## src/rtl/logic_unit_arbiter.sv

```systemverilog
// -----------------------------------------------------------------------------
// logic_unit_arbiter
//
// Lets NREQ requesters share one bitwise logic unit (AND/OR/XOR/NOR/NOT).
// A round-robin arbiter picks one valid requester per cycle. Its operation is
// evaluated combinationally and captured in a single registered result slot.
// The slot carries the requester ID and drives a valid/ready response port.
//
// Ports
//   clk        in   single clock, rising edge
//   rst        in   asynchronous, active-high reset
//   req_valid  in   [NREQ]        requester i presents an operation
//   req_ready  out  [NREQ]        requester i's operation is accepted this cycle
//   req_op     in   [3*NREQ]      opcode of requester i at [3i+2:3i]
//   req_a      in   [WIDTH*NREQ]  operand A of requester i (slice i)
//   req_b      in   [WIDTH*NREQ]  operand B of requester i (slice i)
//   rsp_valid  out  result slot is occupied
//   rsp_ready  in   consumer takes the result
//   rsp_id     out  [ID_W]        index of the requester that produced it
//   rsp_data   out  [WIDTH]       result value
//   rsp_err    out  opcode was illegal (rsp_data is 0 in that case)
//
// Opcodes: 000 A&B, 001 A|B, 010 A^B, 011 ~(A|B), 100 ~A, 101..111 illegal.
// -----------------------------------------------------------------------------
module logic_unit_arbiter #(
  parameter int NREQ  = 2,
  parameter int WIDTH = 32,
  parameter int ID_W  = $clog2(NREQ)
) (
  input  logic                  clk,
  input  logic                  rst,
  input  logic [NREQ-1:0]       req_valid,
  output logic [NREQ-1:0]       req_ready,
  input  logic [3*NREQ-1:0]     req_op,
  input  logic [WIDTH*NREQ-1:0] req_a,
  input  logic [WIDTH*NREQ-1:0] req_b,
  output logic                  rsp_valid,
  input  logic                  rsp_ready,
  output logic [ID_W-1:0]       rsp_id,
  output logic [WIDTH-1:0]      rsp_data,
  output logic                  rsp_err
);

  // ---------------------------------------------------------------------------
  // Per-requester views of the flattened request buses
  // ---------------------------------------------------------------------------
  logic [2:0]       op_arr [NREQ];
  logic [WIDTH-1:0] a_arr  [NREQ];
  logic [WIDTH-1:0] b_arr  [NREQ];

  for (genvar gi = 0; gi < NREQ; gi++) begin : g_unpack
    assign op_arr[gi] = req_op[3*gi +: 3];
    assign a_arr[gi]  = req_a[WIDTH*gi +: WIDTH];
    assign b_arr[gi]  = req_b[WIDTH*gi +: WIDTH];
  end

  // ---------------------------------------------------------------------------
  // State
  // ---------------------------------------------------------------------------
  logic             rsp_valid_q, rsp_valid_d;
  logic [ID_W-1:0]  rsp_id_q,    rsp_id_d;
  logic [WIDTH-1:0] rsp_data_q,  rsp_data_d;
  logic             rsp_err_q,   rsp_err_d;
  logic [ID_W-1:0]  rr_ptr_q,    rr_ptr_d;

  // ---------------------------------------------------------------------------
  // Round-robin grant
  // Scan rr_ptr, rr_ptr+1, ... modulo NREQ. The loop runs from the farthest
  // offset down to offset 0, so the last hit (closest to rr_ptr) wins.
  // scan_sum is one bit wider than ID_W so rr_ptr+k cannot overflow before
  // the modulo fold; NREQ need not be a power of two.
  // ---------------------------------------------------------------------------
  logic            grant_valid;
  logic [ID_W-1:0] grant_idx;
  logic [ID_W:0]   scan_sum;
  logic [ID_W-1:0] scan_idx;

  always_comb begin
    grant_valid = 1'b0;
    grant_idx   = '0;
    scan_sum    = '0;
    scan_idx    = '0;
    for (int k = NREQ - 1; k >= 0; k--) begin
      scan_sum = {1'b0, rr_ptr_q} + (ID_W+1)'(k);
      if (scan_sum >= (ID_W+1)'(NREQ)) begin
        scan_sum = scan_sum - (ID_W+1)'(NREQ);
      end
      scan_idx = scan_sum[ID_W-1:0];
      if (req_valid[scan_idx]) begin
        grant_valid = 1'b1;
        grant_idx   = scan_idx;
      end
    end
  end

  // ---------------------------------------------------------------------------
  // Handshake
  // The slot can take a new result when it is empty or being drained this
  // cycle. Ready is also held low while reset is asserted.
  // ---------------------------------------------------------------------------
  logic slot_free;
  logic accept;

  assign slot_free = !rsp_valid_q || rsp_ready;
  assign accept    = grant_valid && slot_free && !rst;

  for (genvar gi = 0; gi < NREQ; gi++) begin : g_ready
    assign req_ready[gi] = accept && (grant_idx == ID_W'(gi));
  end

  // ---------------------------------------------------------------------------
  // Shared logic unit, fed by the granted requester
  // ---------------------------------------------------------------------------
  logic [2:0]       sel_op;
  logic [WIDTH-1:0] sel_a;
  logic [WIDTH-1:0] sel_b;
  logic [WIDTH-1:0] lu_result;
  logic             lu_err;

  assign sel_op = op_arr[grant_idx];
  assign sel_a  = a_arr[grant_idx];
  assign sel_b  = b_arr[grant_idx];

  always_comb begin
    lu_result = '0;
    lu_err    = 1'b0;
    case (sel_op)
      3'b000:  lu_result = sel_a & sel_b;
      3'b001:  lu_result = sel_a | sel_b;
      3'b010:  lu_result = sel_a ^ sel_b;
      3'b011:  lu_result = ~(sel_a | sel_b);
      3'b100:  lu_result = ~sel_a;
      default: lu_err    = 1'b1;   // illegal opcode: result stays 0
    endcase
  end

  // ---------------------------------------------------------------------------
  // Next-state
  // An accept always refills the slot, even when it is drained in the same
  // cycle. A drain without an accept clears only the valid flag; the payload
  // keeps its last value.
  // ---------------------------------------------------------------------------
  always_comb begin
    rsp_valid_d = rsp_valid_q;
    rsp_id_d    = rsp_id_q;
    rsp_data_d  = rsp_data_q;
    rsp_err_d   = rsp_err_q;
    rr_ptr_d    = rr_ptr_q;
    if (accept) begin
      rsp_valid_d = 1'b1;
      rsp_id_d    = grant_idx;
      rsp_data_d  = lu_result;
      rsp_err_d   = lu_err;
      rr_ptr_d    = (grant_idx == ID_W'(NREQ - 1)) ? '0 : grant_idx + ID_W'(1);
    end else if (rsp_valid_q && rsp_ready) begin
      rsp_valid_d = 1'b0;
    end
  end

  always_ff @(posedge clk or posedge rst) begin
    if (rst) begin
      rsp_valid_q <= 1'b0;
      rsp_id_q    <= '0;
      rsp_data_q  <= '0;
      rsp_err_q   <= 1'b0;
      rr_ptr_q    <= '0;
    end else begin
      rsp_valid_q <= rsp_valid_d;
      rsp_id_q    <= rsp_id_d;
      rsp_data_q  <= rsp_data_d;
      rsp_err_q   <= rsp_err_d;
      rr_ptr_q    <= rr_ptr_d;
    end
  end

  assign rsp_valid = rsp_valid_q;
  assign rsp_id    = rsp_id_q;
  assign rsp_data  = rsp_data_q;
  assign rsp_err   = rsp_err_q;

endmodule

```

## config.mk

```make
export PLATFORM = sky130hd
export DESIGN_NAME = logic_unit_arbiter
export DESIGN_NICKNAME = d
export VERILOG_FILES = /design/src/rtl/logic_unit_arbiter.sv
export SDC_FILE = /design/constraint.sdc
export NUM_CORES = 1
export LEC_CHECK = 0
export CELL_PAD_IN_SITES_DETAIL_PLACEMENT = 0
export CELL_PAD_IN_SITES_GLOBAL_PLACEMENT = 1
export CORE_UTILIZATION = 34
export DETAILED_ROUTE_END_ITERATION = 12
export GPL_TIMING_DRIVEN = 1
export MAX_ROUTING_LAYER = met4
export PLACE_DENSITY = 0.88
export SETUP_SLACK_MARGIN = 0.15
export SKIP_LAST_GASP = 1
export SLEW_MARGIN = 20
export SYNTH_ARGS = -nofsm -noshare
export SYNTH_HDL_FRONTEND = slang
export SYNTH_SLANG_ARGS = --single-unit
```

## constraint.sdc

```tcl
create_clock -name clk -period 4.6 [get_ports clk]
set_input_delay 0.92 -clock clk [delete_from_list [all_inputs] [get_ports clk]]
set_output_delay 0.92 -clock clk [all_outputs]
set_load 0.02 [all_outputs]
```

==> impl_metrics.yaml <==
power:
  p_leak_uw: 0.00322
  ir_worst_vdd_mv: 0.167
  p_per_area_mw_per_mm2: 259
  power_uw: 1720
clocking:
  clk_latency_ps: 290
  ctsResizeCount: 0
  ctsHoldBuffers: 0
  post_cts_buffers: 0
  clkSlewWorstSetupHoldPaths_ps: 60
  cts_tree: "built"
  cts_buffer_depth: 2
  clock_sinks: 36
  cts-root-buf: "clkbuf_16"
  cts_buffers: 5
  cts_max_level: 2
routing:
  drtIter0Drc: 273
  drt-pass1-iter-count: 5
  ant_nets: 0
  dr_total_vias: 5155
  viasPerCell: 5.46
  drc: 0
  wire_per_inst_um: 18.0
  drt_wl_total_um: 17000
synth:
  synth_fp_nets: 820
  yosys_warnings: 0
  syn_inst: 617
  syn_avg_cell_area_um2: 7.44
  synth_cell_type_count: 40
  ys_ff_latch: 36
  syn_area_mm2: 0.00459
  yosysSeqAreaShare_pct: 19.6
floorplan:
  initial_utilization_pct: 34.8
  io_pins: 176
  die_h_um: 118
  core_area_mm2: 0.0132
  die-area_mm2: 0.0140
  fp-row-count: 42
  die_x_um: 118
run_status:
  status: "finished, final reports clean"
global_routing:
  gr-total-overflow: 0
  grt_pass1_wl_um: 26600
  grt_max_degree: 42
  grt_use_total_pct: 24.6
  grt_antenna_before_repair: 0
  grt_pass1_vias: 5381
sta:
  whs_ps: 490
  timing.final.ws_setup_ps: 800
  tns_ps: 0
  finalCritPeriodShare_pct: 82.6
  fmax_mhz: 263
  setup_viol: 0
  hold_violations: 0
  relSlewSlack_pct: 35.2
  min_period_ps: 3800
  drv_slew: 0
  grt_setup_unrepaired: "false"
  skew_ps: 5.09
  worstMarginPinSlew_ps: 968
final_layout:
  final_cell_mix: "clkdlybuf4s50_1, nand2_1, inv_1"
  area_delta_synth_final_pct: 45.1
  num_antenna_cells: 0
  layout_commonest_cell: "clkdlybuf4s50_1"
  nets: 970
  post-route-util_pct: 50.5
  drive_above_1_share_pct: 4.82
critical_path:
  cp_data_required_time_ps: 3680
  worstPathMaxFanout: 9
  end_kind: "output pin"
  start_kind: "input port"
  crit_type: "input port to output pin"
  critPathArrivalTime_ps: 2880
min_path:
  hp-class: "register to register"
place:
  hpwl_um: 11500
  place_congestion: 0.869
  dp_slack_ps: 806
  io_buffers: 175
run:
  drv_cap: 0
==> cell type report <==
cell class | instances | area [um^2]
Clock inverter | 3 | 42.5
Timing Repair Buffer | 192 | 1880
Inverter | 68 | 255
Clock buffer | 5 | 125
Tap cell | 176 | 220
Multi-Input combinational cell | 464 | 3240
Fill cell | 1275 | 6530
Sequential cell | 36 | 901
==> worst max-delay path: stages <==
cell and delay (ps):
clkdlybuf4s50_1 700, o21ai_1 170, nand2b_2 250, nor2_1 200, clkdlybuf4s50_1 640
==> layer usage <==
metal  share of wire (%)  up-vias  global-route usage, %
met2                  50      189                   43.4
met4                 2.3        0                   9.05
met3                 5.3       30                   3.62
met1                  43     2460                   28.1
li1                    -     2476                      -
met5                   0        -                      -
==> flip-flops by register name, summed over array words and instances, names as in the netlist <==
register and count:
rr_ptr_q 1, rsp_valid 1, rsp_err 1, rsp_data 32, rsp_id 1
==> through the flow <==
step                area [um^2]  instances
CTS                        6660        944
detailed placement         6490        936
floorplan                  4590        617
global placement           6490        936
global route               6660        944
finish                     6660        944
==> cell families (layout without fill, tap and decap cells) <==
group	count (synthesis)	after routing	synth area share [%]
and+or+nand+nor	220	220	22.8
muxes	34	34	7.44
AOI/OAI and AO/OA	146	146	22.3
adders and majority gates	64	64	17.4
buffers and inverters	117	268	10.4
DFF	36	36	19.6
==> cell usage after synthesis <==
library cell,instances,area [um^2]
nand4_1,2,12.5
a311o_1,1,10.0
nor3b_1,1,7.51
o221ai_1,31,272
ha_1,64,801
o22ai_1,31,194
o311ai_1,1,8.76
mux2_2,1,11.3
inv_2,2,7.51
nand4b_1,1,8.76
clkbuf_1,22,82.6
nand2b_1,3,18.8
dfrtp_1,36,901
o211ai_1,4,30.0
buf_2,19,95.1
nand3b_1,31,233
clkbuf_2,1,5.00
and2_1,1,6.26
nor2_1,3,11.3
nor3_1,2,10.0
o21ai_2,2,17.5
o21ai_0,4,20.0
and2b_4,1,10.0
mux2i_1,33,330
a21oi_1,35,175
o21ai_1,1,5.00
o21a_1,1,7.51
nor2_4,1,11.3
nand2_4,1,11.3
o32ai_1,1,8.76
buf_4,3,22.5
inv_1,66,248
nand3_1,35,175
a21o_1,2,15.0
buf_1,4,15.0
nand2_1,134,503
nor2b_1,3,18.8
or4b_1,1,10.0
o41ai_4,1,27.5
a22oi_1,31,233
==> report_power, final <==
part	total [uW]	internal, uW	switching (uW)
sequential	435	386	49.6
combinational	881	424	457
clock	408	255	153
==> worst paths after layout <==
| path | start | end | slack, ps | cells after the start |
|---|---|---|---|---|
| worst min-delay path | rsp_id | rsp_id | 490 | 1 |
| max in group asynchronous | rst | rsp_data[14] | 3110 | 3 |
| min in group asynchronous | rst | rsp_valid | 1110 | 3 |
| worst max-delay path | req_valid[1] | req_ready[1] | 800 | 5 |
| worst max register to register | rr_ptr_q | rsp_data[11] | 1890 | 6 |
| worst min register to register | rsp_id | rsp_id | 490 | 1 |
No activity file was read; power rests on OpenSTA's default activity.
